--- src/rtl/neopixel_strip_driver.sv ---
// WS2812-style strip driver: NUM_PIXELS x 24-bit frame buffer serialised G-R-B, MSB first, then a latch gap.
// Define NEOPIX_BRIGHTNESS_EN to add a global brightness input applied at transmit time.
module neopixel_strip_driver #(
  parameter int NUM_PIXELS   = 32,
  parameter int T0H          = 20,
  parameter int T1H          = 40,
  parameter int T_BIT        = 63,
  parameter int RESET_CYCLES = 2600,
  localparam int PIX_W = (NUM_PIXELS > 1) ? $clog2(NUM_PIXELS) : 1
) (
  input  logic             CLOCK_50,
  input  logic             reset_n,
  input  logic [PIX_W-1:0] pixel,
  input  logic [7:0]       red,
  input  logic [7:0]       green,
  input  logic [7:0]       blue,
`ifdef NEOPIX_BRIGHTNESS_EN
  input  logic [7:0]       brightness,
`endif
  input  logic             load,
  input  logic             clear,
  input  logic             go,
  output logic             ready,
  output logic             frame_done,
  output logic             neopixel_data
);

  localparam int CYC_W = (T_BIT > 2) ? $clog2(T_BIT) : 1;
  localparam int LAT_W = (RESET_CYCLES > 0) ? $clog2(RESET_CYCLES + 1) : 1;
  localparam logic [CYC_W-1:0] CYC_LAST = CYC_W'(T_BIT - 1);
  localparam logic [CYC_W-1:0] HI0      = CYC_W'(T0H);
  localparam logic [CYC_W-1:0] HI1      = CYC_W'(T1H);
  localparam logic [PIX_W-1:0] PIX_LAST = PIX_W'(NUM_PIXELS - 1);
  localparam logic [PIX_W:0]   PIX_NUM  = (PIX_W + 1)'(NUM_PIXELS);
  localparam logic [LAT_W-1:0] LAT_LAST = LAT_W'(RESET_CYCLES);

  typedef enum logic [1:0] {IDLE, SEND, LATCH} state_t;

  state_t           state, state_nx;
  logic [23:0]      frame_buf [NUM_PIXELS];
  logic [PIX_W-1:0] pix_cnt;
  logic [4:0]       bit_cnt;
  logic [CYC_W-1:0] cyc_cnt;
  logic [LAT_W-1:0] lat_cnt;
  logic [23:0]      cur_word, raw_word, tx_word, word;
  logic             first_cyc, bit_val, bit_end, frame_end;

`ifdef NEOPIX_BRIGHTNESS_EN
  logic [7:0] bright_q;

  function automatic logic [7:0] scale(input logic [7:0] c, input logic [7:0] b);
    logic [15:0] prod;
    prod = 16'(c) * (16'(b) + 16'd1);
    return prod[15:8];
  endfunction
`endif

  assign ready = (state == IDLE);

  always_comb begin
    first_cyc = (bit_cnt == 5'd23) && (cyc_cnt == '0);
    raw_word  = frame_buf[pix_cnt];
`ifdef NEOPIX_BRIGHTNESS_EN
    tx_word   = {scale(raw_word[23:16], bright_q), scale(raw_word[15:8], bright_q),
                 scale(raw_word[7:0], bright_q)};
`else
    tx_word   = raw_word;
`endif
    // The first cycle of a pixel reads the buffer directly; later bits use the captured copy.
    word      = first_cyc ? tx_word : cur_word;
    bit_val   = word[bit_cnt];
    bit_end   = (cyc_cnt == CYC_LAST);
    frame_end = bit_end && (bit_cnt == 5'd0) && (pix_cnt == PIX_LAST);
  end

  always_ff @(posedge CLOCK_50) begin
    if (!reset_n) state <= IDLE;
    else          state <= state_nx;
  end

  always_comb begin
    state_nx = state;
    case (state)
      IDLE:    if (go) state_nx = SEND;
      SEND:    if (frame_end) state_nx = LATCH;
      LATCH:   if (lat_cnt == LAT_LAST) state_nx = IDLE;
      default: state_nx = IDLE;
    endcase
  end

  always_ff @(posedge CLOCK_50) begin
    if (!reset_n) begin
      for (int i = 0; i < NUM_PIXELS; i++) frame_buf[i] <= '0;
    end else if (state == IDLE) begin
      if (clear) begin
        for (int i = 0; i < NUM_PIXELS; i++) frame_buf[i] <= '0;
      end else if (load && ({1'b0, pixel} < PIX_NUM)) begin
        frame_buf[pixel] <= {green, red, blue};
      end
    end
  end

  always_ff @(posedge CLOCK_50) begin
    if (!reset_n) begin
      pix_cnt       <= '0;
      bit_cnt       <= '0;
      cyc_cnt       <= '0;
      lat_cnt       <= '0;
      cur_word      <= '0;
      frame_done    <= 1'b0;
      neopixel_data <= 1'b0;
`ifdef NEOPIX_BRIGHTNESS_EN
      bright_q      <= '0;
`endif
    end else begin
      frame_done    <= 1'b0;
      neopixel_data <= 1'b0;
      case (state)
        IDLE: begin
          if (go) begin
            pix_cnt  <= '0;
            bit_cnt  <= 5'd23;
            cyc_cnt  <= '0;
`ifdef NEOPIX_BRIGHTNESS_EN
            bright_q <= brightness;
`endif
          end
        end
        SEND: begin
          neopixel_data <= (cyc_cnt < (bit_val ? HI1 : HI0));
          if (first_cyc) cur_word <= tx_word;
          if (bit_end) begin
            cyc_cnt <= '0;
            if (bit_cnt == 5'd0) begin
              bit_cnt <= 5'd23;
              pix_cnt <= (pix_cnt == PIX_LAST) ? '0 : pix_cnt + PIX_W'(1);
            end else begin
              bit_cnt <= bit_cnt - 5'd1;
            end
          end else begin
            cyc_cnt <= cyc_cnt + CYC_W'(1);
          end
        end
        LATCH: begin
          // Gap spans RESET_CYCLES low clocks after the last bit's low tail.
          if (lat_cnt == LAT_LAST) begin
            lat_cnt    <= '0;
            frame_done <= 1'b1;
          end else begin
            lat_cnt <= lat_cnt + LAT_W'(1);
          end
        end
        default: ;
      endcase
    end
  end

endmodule
--- config.mk ---
export PLATFORM = sky130hd
export DESIGN_NAME = neopixel_strip_driver
export DESIGN_NICKNAME = d
export VERILOG_FILES = /design/src/rtl/neopixel_strip_driver.sv
export SDC_FILE = /design/constraint.sdc
export NUM_CORES = 1
export LEC_CHECK = 0
export ABC_AREA = 0
export CORE_MARGIN = 2
export CORE_UTILIZATION = 58
export DETAILED_ROUTE_END_ITERATION = 10
export DONT_BUFFER_PORTS = 1
export GPL_TIMING_DRIVEN = 0
export PLACE_DENSITY = 0.85
export SLEW_MARGIN = 25
export SYNTH_ARGS = -nofsm -noshare
export SYNTH_HDL_FRONTEND = slang
export SYNTH_SLANG_ARGS = --single-unit
--- constraint.sdc ---
create_clock -name CLOCK_50 -period 8.5 [get_ports CLOCK_50]
set_clock_uncertainty 0.2 [all_clocks]
set_input_delay 1.275 -clock CLOCK_50 [delete_from_list [all_inputs] [get_ports CLOCK_50]]
set_output_delay 1.275 -clock CLOCK_50 [all_outputs]
set_load 0.05 [all_outputs]
==> results of run 1 <==
power by group:
| part | internal [mW] | switching, mW | total [mW] |
|---|---|---|---|
| logic | 0.237 | 0.411 | 0.648 |
| clock network | 2.12 | 1.56 | 3.69 |
| registers | 4.66 | 0.0650 | 4.72 |
cells in the final DEF (no fill, tap or decap), types with 6 or more instances in the layout:
cell | synthesis | final
a211oi_1 | 26 | 25
a21oi_1 | 40 | 39
a221oi_1 | 6 | 6
a22oi_1 | 16 | 16
a31oi_1 | 7 | 7
and2_1 | 778 | 778
and3_1 | 6 | 6
buf_16 | 0 | 33
buf_2 | 20 | 21
buf_4 | 11 | 11
buf_6 | 15 | 15
bufinv_16 | 0 | 11
clkbuf_1 | 179 | 179
clkbuf_16 | 0 | 82
clkbuf_2 | 0 | 14
clkinv_1 | 1 | 13
clkinv_2 | 0 | 13
dfxtp_1 | 61 | 61
edfxtp_1 | 768 | 768
ha_1 | 12 | 12
inv_1 | 13 | 13
mux2_2 | 31 | 31
mux2i_1 | 58 | 58
mux4_2 | 174 | 174
nand2_1 | 50 | 50
nand2b_1 | 11 | 11
nand3_1 | 27 | 27
nand3b_1 | 9 | 9
nand4_1 | 7 | 7
nor2_1 | 89 | 87
nor2b_1 | 18 | 18
nor3_1 | 10 | 10
nor4_1 | 12 | 9
o21ai_0 | 53 | 21
o21ai_4 | 0 | 32
o22ai_1 | 34 | 34
or3_1 | 7 | 7
or3b_2 | 6 | 6
xor2_1 | 7 | 7
cell usage after synthesis, drive strengths merged (7+ instances only):
cell type  number
a21oi          40
clkbuf        179
nor4           13
mux2           31
nand2          50
a31oi           7
mux4          174
buf            49
and2          778
inv            15
a2111oi         7
nor3           10
nor2           89
xor2            7
nand4           7
o22ai          34
nand3          27
ha             12
a211oi         26
dfxtp          61
or3             7
nand2b         11
nand3b          9
mux2i          58
nor2b          18
edfxtp        768
o21ai          55
a22oi          16
area by class of cell:
class,count,area (µm²)
well taps,855,1070
plain buffers,228,1076
multi-input cells,1549,13100
inverters,16,60.06
clock inverters,41,489.2
clock buffers,99,2146
diodes,5,12.51
flip-flops and latches,829,24280
fillers,4355,21560
repair buffers,33,908.4
flip-flops by register name, summed over array words and instances, names as in the netlist, named ones only:
register	cells
cur_word	24
lat_cnt	12
neopixel_data	1
frame_done	1
bit_cnt	5
cyc_cnt	6
state	2
frame_buf	768
pix_cnt	5
routing by layer:
metal  track usage (%)  part of all wire, %  up-vias
li1                  -                    -     9893
met1             44.19                   32    12250
met2             53.89                   44     2023
met3             11.86                   14      528
met4             27.83                  9.4        0
met5            0.4274                    0        -
cells by family (layout without fill, tap and decap cells):
group | Yosys count | count (layout) | synth area share (%)
xor gates and xnor gates | 11 | 11 | 0.2530
and+or+nand+nor | 1050 | 1050 | 16.40
DFF | 829 | 829 | 63.76
AOI/OAI and AO/OA | 213 | 213 | 3.529
muxes | 263 | 263 | 12.73
adders and majority gates | 12 | 12 | 0.3942
other | 0 | 5 | 0
buffers and inverters | 244 | 417 | 2.934
worst paths after layout:
path                     from             to
setup reg to reg         flop  neopixel_data
hold reg to reg   cur_word[4]    cur_word[4]
setup / recovery         flop  neopixel_data
hold / removal    cur_word[4]    cur_word[4]
worst max-delay path, stage by stage, from the launching register on:
cell	delay (ns)
dfxtp_1	0.60
clkbuf_1	0.63
clkbuf_1	0.99
nand3b_1	0.25
o22ai_1	0.13
nor4_2	0.92
nand2_1	0.14
a21oi_1	0.16
nor3_1	0.07
or3_1	0.34
and2_1	0.18
ha_1	0.29
a2111oi_0	0.50
nor3b_1	0.27
o311ai_1	0.13
nand2_1	0.07
per-stage QoR:
step	cell area, µm²	setup WS (ns)	power, mW
after global placement	39150	1.399	5.335
after CTS	43110	2.865	9.000
after detailed placement	40470	2.880	5.433
final	43140	2.549	9.056
after global routing	43130	2.403	9.203
after floorplan	38080	3.896	5.123
==> impl_metrics.yaml, run 1 <==
status:
  outcome: "complete, but fails checks"
  violations: "DRC"
logic_synthesis:
  yosysSeqAreaShare_pct: 63.76
  synth-seq-cells: 829
  netlist_top_cells_area: "edfxtp_1 61%, and2_1 13%, mux4_2 10%"
  synth_edf_count: 768
  yosysTopAreaCell: "edfxtp_1"
  postSynthCellCount: 2622
  ys.flop_type: "edfxtp_1"
  synth_top_cell_area_share_pct: 60.56
  async_reset_ff_share_pct: 0
  synth.distinct_cells: 62
  synth.avg_cell_area_um2: 14.52
  synth_warnings: 0
  synthesis.nets: 2668
  netlist_area_um2: 38080
sta:
  maxClockFrequency_ghz: 0.1680
  hold_viol_final: 0
  slew-limit-headroom_pct: 15.75
  fin_crit_ns: 5.951
  whs_ns: 0.2566
  tightest_slew_ns: 1.264
  tns_ns: 0
  grt_setup_unrepaired: "no"
  slew_viol_final: 0
  period_share_pct: 70.02
  setup_violations: 0
placement:
  place_hpwl_um: 83580
  numPortBuffers: 0
  place_inst: 3510
  place_congestion: 1.044
cts:
  cts_buffers: 81
  cts-root-buf: "clkbuf_16"
  cts_tree: "done"
  insertion_delay_ns: 0.66
  clkTransAtPathRegs_ns: 0.06
  ctsLongestPathBuffers: 3
  postCtsSetupRepairBufs: 0
  cts.htree.levels: 3
  cts_sinks: 829
  cts_hold_buf: 0
  post_cts_resized: 0
global_route:
  grt_pass1_vias: 24590
  grt_remaining_overflow: 0
  grt_usage_pct: 36.28
  grt_pass1_wl_um: 170600
  grt_max_degree: 18
  antenna_found_initial: 7
power_and_ir_drop:
  leakage_nw: 15.64
  vdd_drop_max_v: 0.0002642
  p_per_area_nw_per_um2: 209.9
drt:
  drcViolationCount: 2
  routed_wl_um: 120800
  drtPass1Iterations: 9
  routedWlPerCell_um: 33.04
  ant_nets: 0
  vias: 24700
  drt_iter0_markers: 3855
  viasPerCell: 6.756
hold_path:
  holdPathStages: 2
  hold_path.class: "flop to flop"
floorplan:
  start_util_pct: 58.87
  die-area_um2: 67730
  core-area_um2: 64700
  chipHeight_um: 260.2
  dieWidth_um: 260.2
  placementRows: 93
  io_pins: 37
critical_path:
  endpoint_kind: "flop"
  rrSetupSlack_ns: 2.55
  worstSetupPathType: "flop to flop"
  required_ns: 8.88
  critPathMaxFanout: 10
  rr_worst_depth: 15
  worstPathArrival_ns: 6.33
  crit_path_start_kind: "flop"
finish:
  drive_gt1_share_pct: 16.82
  syn_to_final_growth_pct: 13.28
  fin_util_pct: 66.68
  final_cells: 3655
  fin_nets: 2784
job:
  max_cap_viol_count: 0
No activity file was read; power rests on OpenSTA's default activity.
==> inputs of run 2 (changes only) <==
clock period = 5.69 ns   (was 8.5 ns; I/O delays follow)
==> run 2 against run 1 <==
Net effect:
- the run now ends clean
- clock power grew 49%
- sequential share of layout area barely moved
- count of clock-buffer cells in the layout unchanged
- utilization barely moved
- largest cell class unchanged
==> impl_metrics.yaml, run 2 (synthesized netlist as in run 1, its figures left out) <==
finish:
  drive_gt1_share_pct: 17.03
  regMostFlops: "frame_buf"
  nFillCells: 4358
  reg_top3: "frame_buf (768), cur_word (24), lat_cnt (12)"
  layout.cells.most_common: "and2_1"
  syn_to_final_growth_pct: 13.35
  fin_nets: 2784
  multi_input_comb_area_um2: 13110
  final_cell_mix: "778 x and2_1, 768 x edfxtp_1, 174 x clkbuf_1, 174 x mux4_2, 87 x nor2_1"
  final-seq-area_um2: 24280
  largest_reg_flops: 768
cts:
  cts.htree.levels: 3
  clkTransAtPathRegs_ns: 0.06
  cts_tree: "done"
  ctsLongestPathBuffers: 3
  cts_buffers: 81
  cts-root-buf: "clkbuf_16"
  cts_hold_buf: 0
  cts_sinks: 829
  insertion_delay_ns: 0.66
critical_path:
  crit_path_start_kind: "flop"
  crit_chain: "clkbuf_1 -> clkbuf_2 -> nand3b_1 -> o22ai_1 -> nor4_2 -> o311ai_0 -> a21oi_1 -> nor3_1 -> or3_1 -> and2_1 -> ha_1 -> a2111oi_0 -> nor3b_1 -> o311ai_1 -> nand2_1"
  worstSetupPathType: "flop to flop"
  worstPathArrival_ns: 5.99
  endpoint_kind: "flop"
  critical-path-top-delay-family: "simple AND/OR/NAND/NOR gates"
  rrSetupSlack_ns: 0.08
  slowest_delay_ns: 0.85
  crit_buf_inv: 2
  critPathMaxFanout: 10
  required_ns: 6.07
  slowest_stage: "nor4_2"
drt:
  drcViolationCount: 0
  routedWlPerCell_um: 33.07
  routed_wl_um: 120800
  drtPass1Iterations: 7
  viasPerCell: 6.769
  drt_iter0_markers: 3729
  ant_nets: 0
  vias: 24730
power_and_ir_drop:
  switching_share_pct: 22.52
  leakage_nw: 15.66
  intPower_mw: 10.48
  p_seq_share_pct: 52.1
  clockPowerShare_pct: 40.7
  p_per_area_nw_per_um2: 313.5
  switchingPower_mw: 3.048
  vdd_drop_max_v: 0.0003957
  pwr-share-comb_pct: 7.2
placement:
  dp_slack_ns: 0.07017
  place_congestion: 1.044
  numPortBuffers: 0
  place_hpwl_um: 83580
sta:
  setup_slack_ns: 0.07506
  grt_setup_unrepaired: "no"
  setup_violations: 0
  slew-limit-headroom_pct: 21.91
  hold_viol_final: 0
  fin_crit_ns: 5.615
  period_share_pct: 98.68
  slew_viol_final: 0
  maxClockFrequency_ghz: 0.1781
  tightest_slew_ns: 1.167
  tns_ns: 0
global_route:
  busiest_layer: "met2"
  gr-usage-met1_pct: 44.19
  grt_usage_pct: 36.28
  gr-usage-met2_pct: 53.89
  grt_remaining_overflow: 0
  grt_max_degree: 18
  antenna_found_initial: 6
  grt_pass1_vias: 24590
  grt_util_met3_pct: 11.86
  grt_pass1_wl_um: 170600
floorplan:
  placementRows: 93
  core-area_um2: 64700
  chipHeight_um: 260.2
  die-area_um2: 67730
  io_pins: 37
  dieWidth_um: 260.2
  start_util_pct: 58.87
hold_path:
  hold_path.class: "input pin to flop"
status:
  outcome: "finished clean"
job:
  max_cap_viol_count: 0
run 2: changes by cell type in the layout (fill, tap and decap cells not counted):
cell and delta:
nand2_2 +1, buf_2 -1, nor3_1 -1, nand2_1 -1, clkbuf_2 +4, nor4_2 -1, clkbuf_4 +1, nor4_4 +1
clkbuf_1 -5, clkdlybuf4s15_1 +1, diode_2 -2, nor3_2 +1
run 2: through the flow:
step | std cells | hold slack (ns) | util (%) | total power [mW] | area (µm²)
global route | 3651 | 0.1792 | 66.71 | 13.75 | 43160
floorplan | 2622 | 0.2287 | - | 7.653 | 38080
global placement | 3477 | 0.2385 | 60.52 | 7.970 | 39150
finish | 3653 | 0.1879 | 66.72 | 13.53 | 43170
detailed placement | 3510 | 0.2492 | 62.56 | 8.116 | 40470
CTS | 3650 | 0.1713 | 66.63 | 13.45 | 43110
run 2: power groups by stage:
stage	Sequential [mW]	Clock (mW)	Combinational [mW]
final	7.06	5.51	0.971
after global routing	7.07	5.69	0.991
after CTS	7.05	5.45	0.941
after detailed placement	7.18	0	0.936
after global placement	7.19	0	0.776
after floorplan	7.16	0	0.497
run 2: repair_timing:
item / CTS / global route
setup buffers: 0 / 0
setup endpoints to repair: 0 / 1
gates resized for setup: 0 / 18
run 2: area by class of cell:
cell class,count,share of cell area [%]
flip-flops and latches,829,56.26
multi-input cells,1549,30.38
clock buffers,99,4.971
plain buffers,228,2.525
well taps,855,2.478
repair buffers,33,2.104
clock inverters,41,1.133
inverters,16,0.1391
diodes,3,0.01739
run 2: layer usage:
| layer | routed length (µm) | up-vias |
|---|---|---|
| met3 | 17240 | 565 |
| met4 | 11400 | 4 |
| met1 | 38620 | 12200 |
| met2 | 53460 | 2087 |
| li1 | - | 9875 |
| met5 | 65 | - |
run 2: worst paths after layout:
check / startpoint / to / depth (start not counted)
setup reg to reg: flop / neopixel_data / 15
hold / removal: go / bit_cnt[4] / 2
hold reg to reg: cur_word[4] / cur_word[4] / 2
setup / recovery: flop / neopixel_data / 15
run 2: worst register-to-register path: stages (launching register included):
cell and delay [ns]:
dfxtp_1 0.59, clkbuf_1 0.63, clkbuf_2 0.60, nand3b_1 0.22
o22ai_1 0.12, nor4_2 0.85, o311ai_0 0.31, a21oi_1 0.19
nor3_1 0.07, or3_1 0.34, and2_1 0.18, ha_1 0.29
a2111oi_0 0.50, nor3b_1 0.27, o311ai_1 0.13, nand2_1 0.07
